==> src/rtl/s2p.sv <==
// Serial-to-parallel receiver for the ADC readout link: rebuilds LSB-first words
// framed by an active-low data_valid and reports per-burst word counts and truncation.
module s2p #(
    parameter int unsigned BITS_ADC = 12,
    parameter int unsigned CNT_W    = 8
) (
    input  logic                clk_50M,
    input  logic                rst_n,
    input  logic                s_data,
    input  logic                data_valid,
    output logic [BITS_ADC-1:0] p_data_out,
    output logic                p_data_rdy,
    output logic                frame_err,
    output logic                burst_done,
    output logic [CNT_W-1:0]    burst_words
);

    localparam int unsigned BC_W = (BITS_ADC > 1) ? $clog2(BITS_ADC) : 1;
    localparam logic [BC_W-1:0]  LAST_BIT = BC_W'(BITS_ADC - 1);
    localparam logic [CNT_W-1:0] CNT_MAX  = {CNT_W{1'b1}};

    typedef enum logic {
        IDLE = 1'b0,
        RECV = 1'b1
    } state_t;

    state_t              state, state_nxt;
    logic                sd_r, dv_r;
    logic [BITS_ADC-1:0] shreg, shreg_nxt, shifted;
    logic [BC_W-1:0]     bit_cnt, bit_cnt_nxt;
    logic [CNT_W-1:0]    wcnt, wcnt_nxt;
    logic [BITS_ADC-1:0] data_nxt;
    logic                rdy_nxt, ferr_nxt, done_nxt;
    logic [CNT_W-1:0]    bw_nxt;

    // Input register stage; the raw pins feed nothing else.
    always_ff @(posedge clk_50M or negedge rst_n) begin
        if (!rst_n) begin
            sd_r <= 1'b0;
            dv_r <= 1'b1;
        end else begin
            sd_r <= s_data;
            dv_r <= data_valid;
        end
    end

    // State, datapath and output registers.
    always_ff @(posedge clk_50M or negedge rst_n) begin
        if (!rst_n) begin
            state       <= IDLE;
            shreg       <= '0;
            bit_cnt     <= '0;
            wcnt        <= '0;
            p_data_out  <= '0;
            p_data_rdy  <= 1'b0;
            frame_err   <= 1'b0;
            burst_done  <= 1'b0;
            burst_words <= '0;
        end else begin
            state       <= state_nxt;
            shreg       <= shreg_nxt;
            bit_cnt     <= bit_cnt_nxt;
            wcnt        <= wcnt_nxt;
            p_data_out  <= data_nxt;
            p_data_rdy  <= rdy_nxt;
            frame_err   <= ferr_nxt;
            burst_done  <= done_nxt;
            burst_words <= bw_nxt;
        end
    end

    assign shifted = {sd_r, shreg[BITS_ADC-1:1]};

    // Next-state and output decode; a raised data_valid in RECV closes the burst.
    always_comb begin
        state_nxt   = state;
        shreg_nxt   = shreg;
        bit_cnt_nxt = bit_cnt;
        wcnt_nxt    = wcnt;
        data_nxt    = p_data_out;
        rdy_nxt     = 1'b0;
        ferr_nxt    = 1'b0;
        done_nxt    = 1'b0;
        bw_nxt      = burst_words;

        case (state)
            IDLE: begin
                if (!dv_r) begin
                    shreg_nxt   = shifted;
                    bit_cnt_nxt = BC_W'(1);
                    wcnt_nxt    = '0;
                    state_nxt   = RECV;
                end
            end
            RECV: begin
                if (!dv_r) begin
                    shreg_nxt = shifted;
                    if (bit_cnt == LAST_BIT) begin
                        data_nxt    = shifted;
                        rdy_nxt     = 1'b1;
                        bit_cnt_nxt = '0;
                        if (wcnt != CNT_MAX) begin
                            wcnt_nxt = wcnt + CNT_W'(1);
                        end
                    end else begin
                        bit_cnt_nxt = bit_cnt + BC_W'(1);
                    end
                end else begin
                    done_nxt    = 1'b1;
                    bw_nxt      = wcnt;
                    ferr_nxt    = (bit_cnt != '0);
                    bit_cnt_nxt = '0;
                    state_nxt   = IDLE;
                end
            end
            default: state_nxt = IDLE;
        endcase
    end

endmodule

==> config.mk <==
export PLATFORM = sky130hd
export DESIGN_NAME = s2p
export DESIGN_NICKNAME = d
export VERILOG_FILES = /design/src/rtl/s2p.sv
export SDC_FILE = /design/constraint.sdc
export NUM_CORES = 1
export LEC_CHECK = 0
export CORE_MARGIN = 3
export CORE_UTILIZATION = 50
export DETAILED_ROUTE_END_ITERATION = 10
export DONT_BUFFER_PORTS = 1
export GPL_ROUTABILITY_DRIVEN = 0
export PLACE_DENSITY = 0.68
export SYNTH_ARGS = -nofsm -noshare
export SYNTH_HDL_FRONTEND = slang
export SYNTH_SLANG_ARGS = --single-unit
==> constraint.sdc <==
create_clock -name clk_50M -period 4.2 [get_ports clk_50M]
set_input_delay 0 -clock clk_50M [delete_from_list [all_inputs] [get_ports clk_50M]]
set_output_delay 0 -clock clk_50M [all_outputs]
set_load 0.005 [all_outputs]
==> flow_summary.ini <==
[routing]
wire_per_inst_um = 15.5
ant_nets = 0
drc = 0
firstDrtPassIters = 4
drt-total-wl_mm = 3.23
vias_per_cell = 5.62
drt-initial-drc-count = 99
vias = 1169

[clocking]
clk_path_buf_depth = 2
root_buffer = clkbuf_8
cts_tree = built
clock_sinks = 49
clkTransAtPathRegs_ns = 0.08
htreeDepth = 2
clock_latency_ns = 0.30
cts_made_buffers = 5
post_cts_resized = 0

[timing]
min_period_ns = 1.77
fin_skew_ns = 0.00439
fmax_mhz = 565
final.setup.tns_ns = 0
finalSetupViolCount = 0
setup_slack_ns = 2.43
holdWs_ns = 0.200
period_share_pct = 42.1
hold_viol = 0
rsz0062_at_grt = false
timing_worst_slew_pin_value_ns = 0.534
maxSlewViolCount = 0
max_slew_margin_pct = 64.3

[placed_design]
place_ws_ns = 2.42
io_buffers = 0
place_hpwl_mm = 2.16

[power_and_ir_drop]
swShare_pct = 23.5
p_per_area_mw_per_mm2 = 400
pwr-share-seq_pct = 62.0
combPwrFrac_pct = 7.7
irDropWorstVdd_v = 0.000233
p_leak_nw = 1.05
finalPower_uw = 871
p_int_uw = 667
netSwitchingPower_uw = 205
clockPowerShare_pct = 30.3

[grt]
grt_usage_pct = 15.2
grt_antenna_before_repair = 0
grt_start_max_net_pins = 50
overflow = 0
grt_first_pass_wirelength_mm = 5.70
grt_pass1_vias = 1247

[synthesis]
post-synth-top-count-cell = dfrtp_1
syn-mean-instance-area_um2 = 13.2
ys_ff_latch = 49
syn-num-nets = 159
async_flop_share_pct = 100
syn-cell-area_mm2 = 0.00201
yosysSeqAreaShare_pct = 61.0
synth_flop_cell = dfrtp_1
synth_top_area_share_pct = 59.7
yosys_warnings = 0
yosysTopAreaCell = dfrtp_1
synth.top_cells.by_area = dfrtp_1 60%, mux2_2 16%, nand2_1 2.4%
ys_types = 30
synth-edff-count = 0
synth_common_cells = 48 x dfrtp_1, 28 x mux2_2, 13 x nand2_1
syn_inst = 152

[worst_setup_path]
crit_slowest_cell = nor2_4
reg2reg_from = bit_cnt[0]$_DFFE_PN0N_
max_stage_delay_ns = 0.44
path_class = reg -> reg
path_buf_inv = 0
crit_family = simple AND/OR/NAND/NOR gates
timing.rr.end = p_data_out[4]$_DFFE_PN0P_
rrSetupSlack_ns = 2.43
reg2reg_depth = 4
worstPathRequired_ns = 4.39
path_max_fanout = 21
path_cells = ha_1, nand3b_4, nor2_4, mux2_2
start_kind = register
cp.arrival_ns = 1.96
end_kind = register

[cells_and_area]
fin_nets = 166
n_fill_cell = 303
final_util_pct = 57.8
seqCellArea_mm2 = 0.00123
multi_input_area_um2 = 716
drive_above_1_share_pct = 26.9
syn2layout_area_growth_pct = 8.33
diodes = 0

[job]
maxCapViolCount = 0

[run_status]
status = completed

[die]
num_rows = 22
ioPinCount = 27
die-area_mm2 = 0.00482
start_util_pct = 53.4
die_y_um = 69.5
die_w_um = 69.5
core_mm2 = 0.00377

[hold_path]
hold_class = in -> async
[per-layer routing]
layer  vias up  wire length, µm  track usage, %
li1        546                -               -
met1       587             1290            15.9
met2        31             1650            26.2
met3         5              238            5.07
met4         0               61            9.11
met5         -                0               0
[worst max-delay path by stage]
stage                           startpoint                   endpoint  slack [ns]  depth (start not counted)
floorplan           bit_cnt[0]$_DFFE_PN0N_  p_data_out[0]$_DFFE_PN0P_        2.74                          5
global placement    bit_cnt[0]$_DFFE_PN0N_  p_data_out[4]$_DFFE_PN0P_        2.50                          4
detailed placement  bit_cnt[0]$_DFFE_PN0N_  p_data_out[9]$_DFFE_PN0P_        2.42                          4
CTS                 bit_cnt[0]$_DFFE_PN0N_  p_data_out[9]$_DFFE_PN0P_        2.42                          4
global route        bit_cnt[0]$_DFFE_PN0N_  p_data_out[7]$_DFFE_PN0P_        2.30                          4
finish              bit_cnt[0]$_DFFE_PN0N_  p_data_out[4]$_DFFE_PN0P_        2.43                          4
[state kept, by name, summed over array words and instances (netlist names)]
name,cells
burst_done,1
state,1
burst_words,8
dv_r,1
wcnt,8
frame_err,1
p_data_out,12
shreg,11
bit_cnt,4
p_data_rdy,1
sd_r,1
[repair_timing]
item,CTS,global route
setup buffers,0,0
hold buffers,4,0
endpoints found under the hold margin,51,0
endpoints found under the setup margin,0,0
[stage by stage]
| step | cells | instance area (µm²) |
|---|---|---|
| after detailed placement | 196 | 2040 |
| final | 208 | 2180 |
| after floorplan | 152 | 2010 |
| after global placement | 196 | 2040 |
| after CTS | 208 | 2180 |
| after global routing | 208 | 2180 |
[power by group through the flow]
stage | Clock [mW] | Combinational, mW | Sequential, mW
after floorplan | 0 | 0.0496 | 0.540
after global placement | 0 | 0.0515 | 0.549
after detailed placement | 0 | 0.0538 | 0.551
after CTS | 0.273 | 0.0687 | 0.541
after global routing | 0.297 | 0.0745 | 0.547
final | 0.264 | 0.0668 | 0.540
[cells by family (layout without fill, tap and decap cells)]
| family | Yosys count | count (layout) | synth area share, % |
|---|---|---|---|
| xor gates and xnor gates | 1 | 1 | 0.435 |
| and+or+nand+nor | 30 | 30 | 8.58 |
| adders and majority gates | 3 | 3 | 1.86 |
| AOI/OAI and AO/OA | 26 | 26 | 8.51 |
| muxes | 29 | 29 | 16.2 |
| DFF | 49 | 49 | 61.0 |
| buffers and inverters | 14 | 22 | 3.48 |
[placed cells by master, fill, tap and decap left out]
| cell type | netlist | layout |
|---|---|---|
| or3_1 | 2 | 2 |
| nand3_1 | 2 | 2 |
| nand3b_1 | 1 | 1 |
| a211oi_2 | 1 | 1 |
| o21ai_1 | 2 | 2 |
| nor2_1 | 5 | 5 |
| mux2_2 | 28 | 28 |
| nand2_1 | 13 | 13 |
| dfstp_2 | 1 | 1 |
| and3_1 | 1 | 1 |
| nand4_1 | 1 | 1 |
| xnor2_1 | 1 | 1 |
| clkbuf_1 | 0 | 1 |
| a22oi_1 | 1 | 1 |
| inv_1 | 10 | 10 |
| a41oi_1 | 1 | 1 |
| mux2i_1 | 1 | 1 |
| clkinv_2 | 0 | 2 |
| dlygate4sd3_1 | 0 | 3 |
| o21a_4 | 1 | 1 |
| buf_16 | 0 | 1 |
| nand2b_4 | 1 | 1 |
| o41ai_1 | 1 | 1 |
| nor2_4 | 1 | 1 |
| o21ai_0 | 7 | 7 |
| dfrtp_1 | 48 | 48 |
| and4_1 | 2 | 2 |
| ha_1 | 3 | 3 |
| nand3b_4 | 1 | 1 |
| clkbuf_8 | 0 | 5 |
| a21oi_1 | 6 | 6 |
| a31oi_1 | 5 | 5 |
| o211ai_2 | 1 | 1 |
[cell type report]
class,instances,share of cell area [%]
sequential,49,56.3
multi-input combinational,89,32.8
clock buffer,6,3.33
tap,48,2.75
timing repair buffer,4,2.64
inverter,10,1.72
clock inverter,2,0.459
(Power assumes the default switching activity.)
